[src/rtl/uart_port.sv]
// uart_port: byte-level 8N1 UART endpoint.
//   clk, rst (async, active-low)
//   din/we/wack  : 4-phase write handshake, each accepted byte is queued in the TX FIFO
//   dout/re/rack : 4-phase read handshake, each accepted read pops one byte from the RX FIFO
//   wa / ra      : TX FIFO not full / RX FIFO not empty
//   Tx / Rx      : serial line (Rx is asynchronous and is double-synchronised)
//   rx_ferr      : sticky flag, a stop bit was sampled low
//   rx_ovf       : sticky flag, a complete frame was dropped because the RX FIFO was full
module uart_port #(
  parameter int unsigned CLKS_PER_BIT = 868,
  parameter int unsigned FIFO_ADDR_L  = 4
) (
  input  logic       clk,
  input  logic       rst,
  input  logic [7:0] din,
  output logic [7:0] dout,
  input  logic       we,
  input  logic       re,
  output logic       wack,
  output logic       rack,
  output logic       wa,
  output logic       ra,
  input  logic       Rx,
  output logic       Tx,
  output logic       rx_ferr,
  output logic       rx_ovf
);

  localparam int unsigned DEPTH = 1 << FIFO_ADDR_L;
  localparam int unsigned PW    = FIFO_ADDR_L + 1;
  localparam int unsigned CW    = $clog2(CLKS_PER_BIT);
  localparam logic [CW-1:0] BIT_END  = CW'(CLKS_PER_BIT - 1);
  localparam logic [CW-1:0] HALF_END = CW'(CLKS_PER_BIT / 2 - 1);

  typedef enum logic [1:0] {TX_IDLE, TX_START, TX_DATA, TX_STOP} tx_state_t;
  // RX_BREAK holds off start detection after a framing error until the line returns high.
  typedef enum logic [2:0] {RX_IDLE, RX_START, RX_DATA, RX_STOP, RX_BREAK} rx_state_t;

  // ---------------- TX FIFO and write handshake ----------------
  logic [7:0]    tx_mem [DEPTH];
  logic [PW-1:0] tx_wp, tx_rp;
  logic          tx_full, tx_empty, tx_push, tx_pop;

  assign tx_empty = (tx_wp == tx_rp);
  assign tx_full  = (tx_wp[FIFO_ADDR_L-1:0] == tx_rp[FIFO_ADDR_L-1:0]) &&
                    (tx_wp[FIFO_ADDR_L] != tx_rp[FIFO_ADDR_L]);
  assign tx_push  = we && !wack && !tx_full;
  assign wa       = !tx_full;

  always_ff @(posedge clk) begin
    if (tx_push) tx_mem[tx_wp[FIFO_ADDR_L-1:0]] <= din;
  end

  always_ff @(posedge clk or negedge rst) begin
    if (!rst) begin
      tx_wp <= '0;
      wack  <= 1'b0;
    end else if (tx_push) begin
      tx_wp <= tx_wp + PW'(1);
      wack  <= 1'b1;
    end else if (!we) begin
      wack  <= 1'b0;
    end
  end

  // ---------------- TX FSM ----------------
  tx_state_t     tx_state, tx_state_n;
  logic [CW-1:0] tx_cnt, tx_cnt_n;
  logic [2:0]    tx_bit, tx_bit_n;
  logic [7:0]    tx_shift, tx_shift_n;
  logic          tx_n, tx_last;

  assign tx_last = (tx_cnt == BIT_END);

  always_ff @(posedge clk or negedge rst) begin
    if (!rst) begin
      tx_state <= TX_IDLE;
      tx_cnt   <= '0;
      tx_bit   <= '0;
      tx_shift <= '0;
      tx_rp    <= '0;
      Tx       <= 1'b1;
    end else begin
      tx_state <= tx_state_n;
      tx_cnt   <= tx_cnt_n;
      tx_bit   <= tx_bit_n;
      tx_shift <= tx_shift_n;
      Tx       <= tx_n;
      if (tx_pop) tx_rp <= tx_rp + PW'(1);
    end
  end

  // Tx is registered from the next-state line level so it never glitches.
  always_comb begin
    tx_state_n = tx_state;
    tx_cnt_n   = tx_cnt;
    tx_bit_n   = tx_bit;
    tx_shift_n = tx_shift;
    tx_n       = 1'b1;
    tx_pop     = 1'b0;
    case (tx_state)
      TX_IDLE: begin
        if (!tx_empty) begin
          tx_pop     = 1'b1;
          tx_shift_n = tx_mem[tx_rp[FIFO_ADDR_L-1:0]];
          tx_cnt_n   = '0;
          tx_state_n = TX_START;
          tx_n       = 1'b0;
        end
      end
      TX_START: begin
        tx_n = 1'b0;
        if (tx_last) begin
          tx_cnt_n   = '0;
          tx_bit_n   = '0;
          tx_state_n = TX_DATA;
          tx_n       = tx_shift[0];
        end else begin
          tx_cnt_n = tx_cnt + CW'(1);
        end
      end
      TX_DATA: begin
        tx_n = tx_shift[0];
        if (tx_last) begin
          tx_cnt_n = '0;
          if (tx_bit == 3'd7) begin
            tx_state_n = TX_STOP;
            tx_n       = 1'b1;
          end else begin
            tx_bit_n   = tx_bit + 3'd1;
            tx_shift_n = {1'b0, tx_shift[7:1]};
            tx_n       = tx_shift[1];
          end
        end else begin
          tx_cnt_n = tx_cnt + CW'(1);
        end
      end
      TX_STOP: begin
        tx_n = 1'b1;
        if (tx_last) begin
          tx_cnt_n = '0;
          // Chain straight into the next start bit when more data is queued.
          if (!tx_empty) begin
            tx_pop     = 1'b1;
            tx_shift_n = tx_mem[tx_rp[FIFO_ADDR_L-1:0]];
            tx_state_n = TX_START;
            tx_n       = 1'b0;
          end else begin
            tx_state_n = TX_IDLE;
          end
        end else begin
          tx_cnt_n = tx_cnt + CW'(1);
        end
      end
      default: tx_state_n = TX_IDLE;
    endcase
  end

  // ---------------- RX synchroniser and FSM ----------------
  logic          rx_s1, rx_s2;
  rx_state_t     rx_state, rx_state_n;
  logic [CW-1:0] rx_cnt, rx_cnt_n;
  logic [2:0]    rx_bit, rx_bit_n;
  logic [7:0]    rx_shift, rx_shift_n;
  logic          rx_push, ferr_set, ovf_set, rx_last;
  logic [7:0]    rx_mem [DEPTH];
  logic [PW-1:0] rx_wp, rx_rp;
  logic          rx_full, rx_empty, rx_pop;

  assign rx_empty = (rx_wp == rx_rp);
  assign rx_full  = (rx_wp[FIFO_ADDR_L-1:0] == rx_rp[FIFO_ADDR_L-1:0]) &&
                    (rx_wp[FIFO_ADDR_L] != rx_rp[FIFO_ADDR_L]);
  assign rx_pop   = re && !rack && !rx_empty;
  assign ra       = !rx_empty;
  assign rx_last  = (rx_cnt == BIT_END);

  always_ff @(posedge clk or negedge rst) begin
    if (!rst) begin
      rx_s1    <= 1'b1;
      rx_s2    <= 1'b1;
      rx_state <= RX_IDLE;
      rx_cnt   <= '0;
      rx_bit   <= '0;
      rx_shift <= '0;
      rx_wp    <= '0;
      rx_ferr  <= 1'b0;
      rx_ovf   <= 1'b0;
    end else begin
      rx_s1    <= Rx;
      rx_s2    <= rx_s1;
      rx_state <= rx_state_n;
      rx_cnt   <= rx_cnt_n;
      rx_bit   <= rx_bit_n;
      rx_shift <= rx_shift_n;
      if (rx_push)  rx_wp   <= rx_wp + PW'(1);
      if (ferr_set) rx_ferr <= 1'b1;
      if (ovf_set)  rx_ovf  <= 1'b1;
    end
  end

  always_comb begin
    rx_state_n = rx_state;
    rx_cnt_n   = rx_cnt;
    rx_bit_n   = rx_bit;
    rx_shift_n = rx_shift;
    rx_push    = 1'b0;
    ferr_set   = 1'b0;
    ovf_set    = 1'b0;
    case (rx_state)
      RX_IDLE: begin
        if (!rx_s2) begin
          rx_cnt_n   = '0;
          rx_state_n = RX_START;
        end
      end
      RX_START: begin
        if (rx_cnt == HALF_END) begin
          rx_cnt_n   = '0;
          rx_bit_n   = '0;
          rx_state_n = rx_s2 ? RX_IDLE : RX_DATA;
        end else begin
          rx_cnt_n = rx_cnt + CW'(1);
        end
      end
      RX_DATA: begin
        if (rx_last) begin
          rx_cnt_n   = '0;
          rx_shift_n = {rx_s2, rx_shift[7:1]};
          if (rx_bit == 3'd7) rx_state_n = RX_STOP;
          else                rx_bit_n   = rx_bit + 3'd1;
        end else begin
          rx_cnt_n = rx_cnt + CW'(1);
        end
      end
      RX_STOP: begin
        if (rx_last) begin
          rx_cnt_n = '0;
          if (rx_s2) begin
            if (rx_full) ovf_set = 1'b1;
            else         rx_push = 1'b1;
            rx_state_n = RX_IDLE;
          end else begin
            ferr_set   = 1'b1;
            rx_state_n = RX_BREAK;
          end
        end else begin
          rx_cnt_n = rx_cnt + CW'(1);
        end
      end
      RX_BREAK: begin
        if (rx_s2) rx_state_n = RX_IDLE;
      end
      default: rx_state_n = RX_IDLE;
    endcase
  end

  always_ff @(posedge clk) begin
    if (rx_push) rx_mem[rx_wp[FIFO_ADDR_L-1:0]] <= rx_shift;
  end

  // ---------------- Read handshake ----------------
  always_ff @(posedge clk or negedge rst) begin
    if (!rst) begin
      rx_rp <= '0;
      rack  <= 1'b0;
      dout  <= '0;
    end else if (rx_pop) begin
      dout  <= rx_mem[rx_rp[FIFO_ADDR_L-1:0]];
      rx_rp <= rx_rp + PW'(1);
      rack  <= 1'b1;
    end else if (!re) begin
      rack  <= 1'b0;
    end
  end

endmodule
[config.mk]
export PLATFORM = sky130hd
export DESIGN_NAME = uart_port
export DESIGN_NICKNAME = d
export VERILOG_FILES = /design/src/rtl/uart_port.sv
export SDC_FILE = /design/constraint.sdc
export NUM_CORES = 1
export LEC_CHECK = 0
export CORE_MARGIN = 2
export CORE_UTILIZATION = 56
export DETAILED_ROUTE_END_ITERATION = 10
export PLACE_DENSITY = 0.79
export SYNTH_ARGS = -nofsm -noshare
export SYNTH_HDL_FRONTEND = slang
export SYNTH_SLANG_ARGS = --single-unit
[constraint.sdc]
create_clock -name clk -period 2.7 [get_ports clk]
set_input_delay 0.81 -clock clk [delete_from_list [all_inputs] [get_ports clk]]
set_output_delay 0.81 -clock clk [all_outputs]
set_load 0.005 [all_outputs]
==> impl_metrics.ini <==
[outcome]
status = complete, no violations

[synth]
synth_area_leaders = edfxtp_1, dfrtp_1, mux4_2
ys_seq_area_share_pct = 69.3
synth-main-ff-cell = edfxtp_1
yosys.area.top_type_share_pct = 54.7
synth_most_common_cell = edfxtp_1
synth.cell_area_sq_um = 14100
yosys.area.top_type = edfxtp_1
synth_edf_count = 256
ys_warn_count = 0
ys_ff_latch = 338
synthArstFlopShare_pct = 24.3
syn_inst = 810
syn-num-nets = 845
synth_common_cells = edfxtp_1, dfrtp_1, mux4_2, and3_1, o21ai_0
syn_avg_cell_area_sq_um = 17.3
synth.distinct_cells = 58

[worst_setup_path]
startpoint_type = flip-flop
regToRegSetupSlack_ns = 0.16
required_ns = 1.89
cp_data_arrival_time_ns = 1.76
reg2reg_depth = 8
worstReg2RegEnd = rx_mem[3][1]
worst_r2r_startpoint = rx_cnt[1]
end_kind = primary output
path_max_fanout = 4
crit_type = flip-flop to primary output

[cts]
clockBufferDepth = 3
cts_tree = yes
cts-root-buf = clkbuf_16
cts_buffers = 35
path_clk_slew_ns = 0.06
cts_sinks = 338
htreeDepth = 2
clock_latency_ns = 0.53

[detailed_routing]
dr.pass1.iters = 5
vias = 7484
wl_per_cell_microns = 22.7
drtAntennaViolNets = 0
drtIter0Drc = 589
via_per_inst = 6.01
route.detailed.drc = 0
wl_microns = 28200

[final_layout]
fin_util_pct = 66.1
ff_latch_area_sq_um = 9750
antenna_cells = 0
nNetsFinal = 930
fill_cells = 1619
layout-drive-gt1-share_pct = 25.0
syn2layout_area_growth_pct = 15.1
multi_input_area_sq_um = 4110

[sta]
finalCritPeriodShare_pct = 95.2
whs_ns = 0.288
max_freq_mhz = 389
hold_violations = 0
drv_slew = 0
tightest_slew_ns = 0.757
slew_headroom_pct = 49.5
setup_viol = 0
finalClockSkew_ns = 0.0285
final.min_clock_period_ns = 2.57

[floorplanning]
coreArea_sq_um = 24500
initial_core_util_pct = 57.4
die_x_microns = 162
dieHeight_microns = 162
pin_count = 28
dieArea_sq_um = 26400
row_count = 57

[global_route]
grt_max_degree = 43
grt_overflow = 0
antenna_found_initial = 0
grt_pass1_vias = 7755
grt_pass1_wl_microns = 44000
grt.total_usage_pct = 22.2

[place]
dp_hpwl_microns = 17700
gp_congestion = 0.777
port_buffers = 27

[flow_run]
drv_cap = 0

[pwr]
powerDensity_nw_per_um2 = 884
vdd_drop_max_v = 0.000593
p_leak_nw = 5.53

[min_path]
hp-class = input pin to asynchronous set/reset pin
[repair_timing]
item,CTS,global route
hold buffers,0,0
pin swaps,3,2
endpoints found under the setup margin,2,1
resized for setup,9,2
setup buffers,3,2
[state kept, by name (all words and copies together) (netlist names), 5 cells and up]
register,cells
rx_mem,128
rx_shift,8
dout,8
rx_rp,5
tx_wp,5
tx_mem,128
tx_shift,8
tx_cnt,10
rx_cnt,10
rx_wp,5
tx_rp,5
[placed cells by master (no fill, tap or decap), types with 5 or more instances in the layout]
| cell | count |
|---|---|
| inv_1 | 20 |
| a22oi_1 | 9 |
| clkbuf_16 | 35 |
| clkbuf_1 | 11 |
| dfrtp_2 | 7 |
| mux4_2 | 66 |
| a21oi_1 | 13 |
| nand2_1 | 27 |
| edfxtp_1 | 256 |
| o21ai_0 | 36 |
| nor2b_1 | 11 |
| nor2_1 | 24 |
| mux2i_1 | 17 |
| clkdlybuf4s50_1 | 24 |
| inv_6 | 6 |
| nand2b_1 | 7 |
| ha_1 | 22 |
| buf_4 | 58 |
| nand4_1 | 9 |
| xnor2_1 | 14 |
| o221ai_1 | 7 |
| a22o_1 | 11 |
| nor3_1 | 8 |
| and2_1 | 5 |
| nand3_1 | 6 |
| dfrtp_1 | 72 |
| and3_1 | 36 |
| a2bb2oi_1 | 5 |
| mux2_2 | 25 |
| xor2_1 | 9 |
[final cells by class]
class                      instances  area share [%]
sequential                       338            60.3
multi-input combinational        414            25.4
clock buffer                      46            5.67
timing repair buffer              86            4.54
tap                              324            2.51
clock inverter                    17            1.13
inverter                          20           0.464
[critical path, stage by stage (launching register included)]
cell,delay [ns]
dfrtp_2,0.43
xor2_1,0.18
nor4_2,0.29
nand2_1,0.13
clkdlybuf4s15_1,0.22
[metrics by stage]
step	power (mW)	setup TNS [ns]	cells	setup slack, ns	instance area [sq um]
after floorplan	8.73	0	810	0.164	14100
after global placement	9.60	0	1177	0.154	15000
after detailed placement	9.70	0	1177	0.113	15000
after CTS	14.4	0	1243	0.0583	16200
after global routing	14.9	-0.00309	1245	-0.00109	16200
final	14.3	0	1245	0.129	16200
[layer usage]
| metal | GRT usage (%) | part of all wire (%) |
|---|---|---|
| met1 | 30.7 | 42 |
| met2 | 36.7 | 50 |
| met4 | 7.84 | 2.5 |
| met3 | 3.41 | 5.1 |
| met5 | 0 | 0 |
[worst max-delay path by stage]
stage / start / to
4_1_cts: rx_rp[0] / ra
3_5_place_dp: we / tx_mem[10][5]
3_3_place_gp: we / tx_mem[10][5]
2_1_floorplan: rx_cnt[0] / rx_mem[3][0]
5_1_grt: rx_cnt[1] / rx_mem[3][6]
6_report: rx_wp[1] / ra
[cell families after synthesis]
group	count (synthesis)	synth area share [%]
multiplexers	108	13.8
flip-flops	338	69.3
AO/OA/AOI/OAI	102	5.16
XOR/XNOR	28	1.80
buffers and inverters	58	1.69
AND/OR/NAND/NOR	154	6.27
adder cells (fa/ha/maj)	22	1.96
[report_power, final]
| part | switching, mW | leakage [nW] | total, mW | internal (mW) |
|---|---|---|---|---|
| clock network | 1.94 | 0.538 | 4.65 | 2.71 |
| logic | 1.85 | 1.95 | 3.47 | 1.62 |
| registers | 0.261 | 3.05 | 6.19 | 5.92 |
| total | 4.05 | 5.53 | 14.3 | 10.3 |
(Power assumes the default switching activity.)
